`src/rtl/multicycle_ctrl.sv`:
```
// Multicycle ARM control unit: instruction decode, Moore sequencing FSM, condition evaluation on an internal NZCV register.
// Latency: data processing 4 cycles, LDR 5, STR 4, B 3; every output is combinational on state, Instr and flags.
// No backpressure: the FSM advances every clock; reset forces all write enables low immediately.
module multicycle_ctrl (
    input  logic        clk,
    input  logic        reset,
    input  logic [31:0] Instr,
    input  logic [3:0]  ALUFlags,
    output logic        PCWrite,
    output logic        MemWrite,
    output logic        RegWrite,
    output logic        IRWrite,
    output logic        AdrSrc,
    output logic [1:0]  RegSrc,
    output logic [1:0]  ALUSrcA,
    output logic [1:0]  ALUSrcB,
    output logic [1:0]  ResultSrc,
    output logic [1:0]  ImmSrc,
    output logic [1:0]  ALUControl,
    output logic [3:0]  state_dbg
);
    localparam logic [3:0] S_FETCH  = 4'd0;
    localparam logic [3:0] S_DECODE = 4'd1;
    localparam logic [3:0] S_MEMADR = 4'd2;
    localparam logic [3:0] S_MEMRD  = 4'd3;
    localparam logic [3:0] S_MEMWB  = 4'd4;
    localparam logic [3:0] S_MEMWR  = 4'd5;
    localparam logic [3:0] S_EXECR  = 4'd6;
    localparam logic [3:0] S_EXECI  = 4'd7;
    localparam logic [3:0] S_ALUWB  = 4'd8;
    localparam logic [3:0] S_BRANCH = 4'd9;

    logic [3:0] state, state_nxt;
    logic [3:0] flags;
    logic [3:0] cond, cmd, rd;
    logic [1:0] op;
    logic       i_bit, s_bit;
    logic       next_pc, branch, reg_w, mem_w, ir_write;
    logic [1:0] alu_dec, flag_w;
    logic       no_write, cond_ex, pcs, in_exec;
    logic       unused_instr;

    assign cond  = Instr[31:28];
    assign op    = Instr[27:26];
    assign i_bit = Instr[25];
    assign cmd   = Instr[24:21];
    assign s_bit = Instr[20];
    assign rd    = Instr[15:12];
    assign unused_instr = ^{Instr[19:16], Instr[11:0]};

    assign in_exec   = (state == S_EXECR) || (state == S_EXECI);
    assign state_dbg = state;

    // State register; reset aborts any instruction in flight.
    always_ff @(posedge clk or posedge reset) begin
        if (reset) state <= S_FETCH;
        else       state <= state_nxt;
    end

    // Next-state sequencing; unused encodings recover to FETCH.
    always_comb begin
        state_nxt = S_FETCH;
        case (state)
            S_FETCH:  state_nxt = S_DECODE;
            S_DECODE: begin
                case (op)
                    2'b00:   state_nxt = i_bit ? S_EXECI : S_EXECR;
                    2'b01:   state_nxt = S_MEMADR;
                    2'b10:   state_nxt = S_BRANCH;
                    default: state_nxt = S_FETCH;
                endcase
            end
            S_MEMADR: state_nxt = s_bit ? S_MEMRD : S_MEMWR;
            S_MEMRD:  state_nxt = S_MEMWB;
            S_EXECR:  state_nxt = S_ALUWB;
            S_EXECI:  state_nxt = S_ALUWB;
            default:  state_nxt = S_FETCH;
        endcase
    end

    // ALU command decode; NoWrite is state-independent so it still gates the ALUWB write.
    always_comb begin
        alu_dec  = 2'b00;
        flag_w   = 2'b00;
        no_write = 1'b0;
        if (op == 2'b00) begin
            case (cmd)
                4'b0100: begin alu_dec = 2'b00; flag_w = s_bit ? 2'b11 : 2'b00; end
                4'b0010: begin alu_dec = 2'b01; flag_w = s_bit ? 2'b11 : 2'b00; end
                4'b0000: begin alu_dec = 2'b10; flag_w = s_bit ? 2'b10 : 2'b00; end
                4'b1100: begin alu_dec = 2'b11; flag_w = s_bit ? 2'b10 : 2'b00; end
                4'b1010: begin alu_dec = 2'b01; flag_w = 2'b11; no_write = 1'b1; end
                default: begin alu_dec = 2'b00; flag_w = 2'b00; no_write = 1'b1; end
            endcase
        end
    end

    // Moore outputs per state, before condition gating.
    always_comb begin
        next_pc    = 1'b0;
        branch     = 1'b0;
        reg_w      = 1'b0;
        mem_w      = 1'b0;
        ir_write   = 1'b0;
        AdrSrc     = 1'b0;
        ALUSrcA    = 2'b00;
        ALUSrcB    = 2'b00;
        ResultSrc  = 2'b00;
        ALUControl = 2'b00;
        ImmSrc     = op;
        RegSrc     = {op == 2'b01, op == 2'b10};
        case (state)
            S_FETCH:  begin ir_write = 1'b1; next_pc = 1'b1; ALUSrcA = 2'b01; ALUSrcB = 2'b10; end
            S_DECODE: begin ALUSrcA = 2'b01; ALUSrcB = 2'b10; end
            S_MEMADR: begin ALUSrcB = 2'b01; end
            S_MEMRD:  begin AdrSrc = 1'b1; end
            S_MEMWB:  begin ResultSrc = 2'b10; reg_w = 1'b1; end
            S_MEMWR:  begin AdrSrc = 1'b1; mem_w = 1'b1; end
            S_EXECR:  begin ALUControl = alu_dec; end
            S_EXECI:  begin ALUSrcB = 2'b01; ALUControl = alu_dec; end
            S_ALUWB:  begin ResultSrc = 2'b01; reg_w = 1'b1; end
            S_BRANCH: begin ALUSrcB = 2'b01; branch = 1'b1; end
            default:  begin end
        endcase
    end

    // Condition evaluation against the stored NZCV; 1111 never executes.
    always_comb begin
        cond_ex = 1'b0;
        case (cond)
            4'b0000: cond_ex = flags[2];
            4'b0001: cond_ex = ~flags[2];
            4'b0010: cond_ex = flags[1];
            4'b0011: cond_ex = ~flags[1];
            4'b0100: cond_ex = flags[3];
            4'b0101: cond_ex = ~flags[3];
            4'b0110: cond_ex = flags[0];
            4'b0111: cond_ex = ~flags[0];
            4'b1000: cond_ex = flags[1] & ~flags[2];
            4'b1001: cond_ex = ~flags[1] | flags[2];
            4'b1010: cond_ex = (flags[3] == flags[0]);
            4'b1011: cond_ex = (flags[3] != flags[0]);
            4'b1100: cond_ex = ~flags[2] & (flags[3] == flags[0]);
            4'b1101: cond_ex = flags[2] | (flags[3] != flags[0]);
            4'b1110: cond_ex = 1'b1;
            default: cond_ex = 1'b0;
        endcase
    end

    // NZCV register: N,Z and C,V halves load independently in the execute cycle.
    always_ff @(posedge clk or posedge reset) begin
        if (reset) begin
            flags <= 4'b0000;
        end else if (in_exec && cond_ex) begin
            if (flag_w[1]) flags[3:2] <= ALUFlags[3:2];
            if (flag_w[0]) flags[1:0] <= ALUFlags[1:0];
        end
    end

    assign pcs      = branch | (reg_w & (rd == 4'd15));
    assign PCWrite  = ~reset & (next_pc | (pcs & cond_ex));
    assign RegWrite = ~reset & reg_w & cond_ex & ~no_write & ~branch;
    assign MemWrite = ~reset & mem_w & cond_ex;
    assign IRWrite  = ~reset & ir_write;
endmodule

```
`config.mk`:
```
export PLATFORM = sky130hd
export DESIGN_NAME = multicycle_ctrl
export DESIGN_NICKNAME = d
export VERILOG_FILES = /design/src/rtl/multicycle_ctrl.sv
export SDC_FILE = /design/constraint.sdc
export NUM_CORES = 1
export LEC_CHECK = 0
export CELL_PAD_IN_SITES_DETAIL_PLACEMENT = 1
export CELL_PAD_IN_SITES_GLOBAL_PLACEMENT = 1
export CORE_MARGIN = 4
export CORE_UTILIZATION = 27
export DETAILED_ROUTE_END_ITERATION = 16
export PLACE_DENSITY_LB_ADDON = 0.1
export SLEW_MARGIN = 40
export SYNTH_ARGS = -nofsm -noshare
export SYNTH_HDL_FRONTEND = slang
export SYNTH_SLANG_ARGS = --single-unit
```
`constraint.sdc`:
```
create_clock -name clk -period 5 [get_ports clk]
set_input_delay 1 -clock clk [delete_from_list [all_inputs] [get_ports clk]]
set_output_delay 1 -clock clk [all_outputs]
set_load 0.01 [all_outputs]
```
======== Word level (Yosys, flattened, before mapping) ========
Cells that the tools add are included.
Widths: inputs -> output; s select.
operators by class
  reductions and logical operators ........ 17
  eq/ne operators ......................... 32
  bitwise logic cells ..................... 23
  multiplexer cells ....................... 22
operator list
  cell                count
  $eq 4x4->1 const B  12
  $eq 4x3->1 const B  9
  $eq 4x2->1 const B  5
  $pmux 4 s5          1
  $pmux 1 s15         1
  $reduce_or 2->1     7
  $and 1x1->1         12
  $logic_not 4->1     3
  $pmux 2 s3          2
  $pmux 4 s3          1
  $mux 2              5
  $mux 1              9
  $eq 4x1->1 const B  2
  $pmux 2 s2          2
  $not 1->1           7
  $or 1x1->1          4
  $reduce_and 2->1    2
  $reduce_or 4->1     1
  $mux 3              1
  $reduce_or 3->1     1
  $eq 2x1->1 const B  1
  $eq 2x2->1 const B  1
  $logic_not 2->1     1
  $eq 1x1->1          1
  3 further kinds     3
storage, ports and cells
  input port bits ......................... 38
  logic and storage cells ................. 97
  output and inout bits ................... 21
  flip-flop bits (word level) ............. 8

======== Depth between registers and ports, before layout ========
  word-level depth ........................ 8
  gate-level depth with buffers ........... 6
  depth with buffers taken out ............ 5

======== Worst setup path after synthesis ========
OpenSTA, ideal clock, no wires.
  path kind ............................... input to output
  from .................................... input port Instr[30]
  to ...................................... output port MemWrite
  data arrival time ....................... 2.287 ns
  setup slack ............................. 1.713 ns
  cell stages on the path ................. 6
  required time ........................... 4.000 ns
  buffers on the path ..................... 1
  path through ............................ buf_4 -> and2_1 -> nor4b_2 -> o311ai_4 -> a41oi_1 -> nor3b_2
on the way
  cells in the longest elaborated chain, start to end .. 3
  elaborated cells between the ends (all ways) .. 17
  those cells by class .................... eq/ne (14); mux (1); bitwise (1); reduce/logical (1)
RTL lines
  element                                   RTL line  RTL
  from (decl)                               7         input logic [31:0] Instr,
  $eq 4x4->1, or another cell as far along  130       case (cond)
  $pmux 1 s15 (*)                           130
  $and 1x1->1 (*)                           163       assign MemWrite = ~reset & mem_w & cond_ex;
  to (decl)                                 10        output logic MemWrite,
Mark *: on every way between the ends. The rest lies on a longest branch, timed or not.

======== Worst setup path in the final report ========
  from .................................... input port Instr[31]
  to ...................................... output port MemWrite
The elaborated chain is that of the path after synthesis.

==> results.yml <==
synth:
  synthCells: 111
  synth_area_per_cell_um2: 8.31
  yosys.area.top_type: "dfrtp_1"
  ys_seq_area_share_pct: 21.7
  synth_most_common_cell: "nor2_1"
  netlist_area_um2: 922
  synth_enable_flop_cells: 0
  yosys-top-cells-area: "dfrtp_1 22%, nor2_1 5.7%, buf_4 4.9%"
  synth_nets: 149
  ys_types: 48
  synth.top_cell.area_share_pct: 21.7
  synth-seq-cells: 8
  synthTopCellsByCount: "14 x nor2_1, 8 x dfrtp_1, 7 x a21oi_1"
  ys.flop_type: "dfrtp_1"
  async_reset_ff_share_pct: 100
  yosysWarningCount: 0
critical_path:
  end_kind: "primary output"
  path_cells: "clkdlybuf4s50_1 -> and2_1 -> nor4b_2 -> o311ai_4 -> a41oi_1 -> nor3b_2 -> clkdlybuf4s50_1"
  required_ns: 4.00
  worstPathArrival_ns: 3.55
  worst-path-buf-inv: 2
  startpoint_type: "input pin"
  cp_slowest_stage_delay_ns: 0.63
  crit_fanout: 11
  crit_top_cell: "clkdlybuf4s50_1"
  cp_top_family: "buffers and inverters"
  worst-setup-path-type: "input pin to primary output"
  crit_slowest_cell: "clkdlybuf4s50_1"
floorplanning:
  ios: 59
  start_util_pct: 29.2
  die_h_um: 66.4
  die_w_um: 66.4
  die-area_um2: 4410
  rows: 20
  coreArea_um2: 3150
clock_network:
  postCtsSetupRepairBufs: 0
  cts_tree: "done"
  cts.sinks: 8
  cts_max_level: 1
  cts-root-buf: "clkbuf_4"
  hold_buffers: 0
  cts_buffers: 3
  insertion_delay_ns: 0.25
  cts_resized: 0
  clkTransAtPathRegs_ns: 0.05
  clock_path_buffers: 2
power_and_ir_drop:
  power_mw: 0.432
  p_leak_nw: 0.504
  peakVddDrop_uv: 160
  power.density_nw_per_um2: 321
placed_design:
  preCtsSetupSlack_ns: 0.449
  io_buffer_count: 41
  dpl.cell_count: 186
  dpl_cell_area_um2: 1330
  place_congestion: 0.745
  hpwl_mm: 2.23
final_layout:
  stdcell_area_um2: 1350
  fillerInstances: 391
  diodes: 0
  finalNetCount: 185
  drive_gt1_share_pct: 6.90
  final_util_pct: 42.8
  area_delta_synth_final_pct: 46.3
  fin_cells: 189
  seq_area_um2: 200
  multi_input_area_um2: 649
sta:
  fin_ws_ns: 0.454
  hold_slack_ns: 0.572
  fin_crit_sh_pct: 90.9
  max_freq_ghz: 0.220
  worst_clock_skew_ns: 0.00149
  rsz0062_at_grt: "no"
  setup_viol: 0
  min_period_ns: 4.55
  finalHoldViolCount: 0
  finalSetupTns_ns: 0
  drv_slew: 0
drt:
  via_count: 950
  drt_first_pass_iters: 4
  dr_wl_met3_um: 176
  routed_wl_mm: 2.71
  wl_met1_mm: 1.36
  routed.top_layer: "met3"
  postRouteAntennaNets: 0
  wl_met2_mm: 1.18
  via_per_inst: 5.03
  drc: 0
  drtIter0Drc: 47
  post_drt_wl_per_cell_um: 14.4
worst_hold_path:
  hold_class: "flop to flop"
global_routing:
  grt_max_degree: 16
  grtUsageTotal_pct: 12.9
  grt_pass1_wl_mm: 4.55
  grt-ovfl-total: 0
  antenna_found_initial: 0
  grt_pass1_vias: 967
flow_run:
  maxCapViolations: 0
outcome:
  outcome: "finished clean"
## routing by layer
metal  up-vias  track usage (%)
met5         -                0
met4         0            0.761
met3         0             4.25
met2        26             20.4
met1       451             17.7
li1        473                -
## kinds of logic after synthesis
family                 after synthesis  synth area share, %
AO/OA/AOI/OAI                       29                 25.4
XOR/XNOR                             4                 3.80
buffers and inverters               13                 7.87
flip-flops                           8                 21.7
multiplexers                         6                 7.06
other                                1                0.407
AND/OR/NAND/NOR                     50                 33.8
## path summary, 6_finish.rpt
path	depth (start not counted)	from	endpoint	slack, ns
worst max-delay path	7	Instr[31]	MemWrite	0.45
worst min-delay path	1	state_dbg[3]	state_dbg[3]	0.57
worst max register to register	5	state_dbg[3]	flags[2]	2.96
worst min register to register	1	state_dbg[3]	state_dbg[3]	0.57
max in group asynchronous	2	reset	state_dbg[1]	3.69
min in group asynchronous	2	reset	flags[0]	1.08
## cell type report
cell class                      instances  area share [%]
Multi-Input combinational cell         90            48.1
Timing Repair Buffer                   41            30.4
Sequential cell                         8            14.8
Tap cell                               44            4.08
Clock buffer                            3            1.67
Inverter                                3           0.835
## power by group
group,switching (mW),internal (mW)
Combinational,0.114,0.144
Sequential,0.0466,0.0797
Clock,0.0203,0.0274
## flip-flops by register name, summed over array words and instances, names as in the netlist
name / count
flags: 4
state_dbg: 4
## placed cells by master (no fill, tap or decap), types with 3 or more instances in the layout
| master | n |
|---|---|
| a21oi_1 | 7 |
| inv_1 | 3 |
| nand3b_1 | 3 |
| nand2_1 | 4 |
| clkbuf_4 | 3 |
| o21ai_0 | 5 |
| nor2_1 | 14 |
| mux2_1 | 4 |
| xnor2_1 | 3 |
| dfrtp_1 | 8 |
| clkdlybuf4s50_1 | 41 |
| nand2b_1 | 6 |
| nor2b_1 | 4 |
Note: power is estimated with default switching activity, not from simulation.
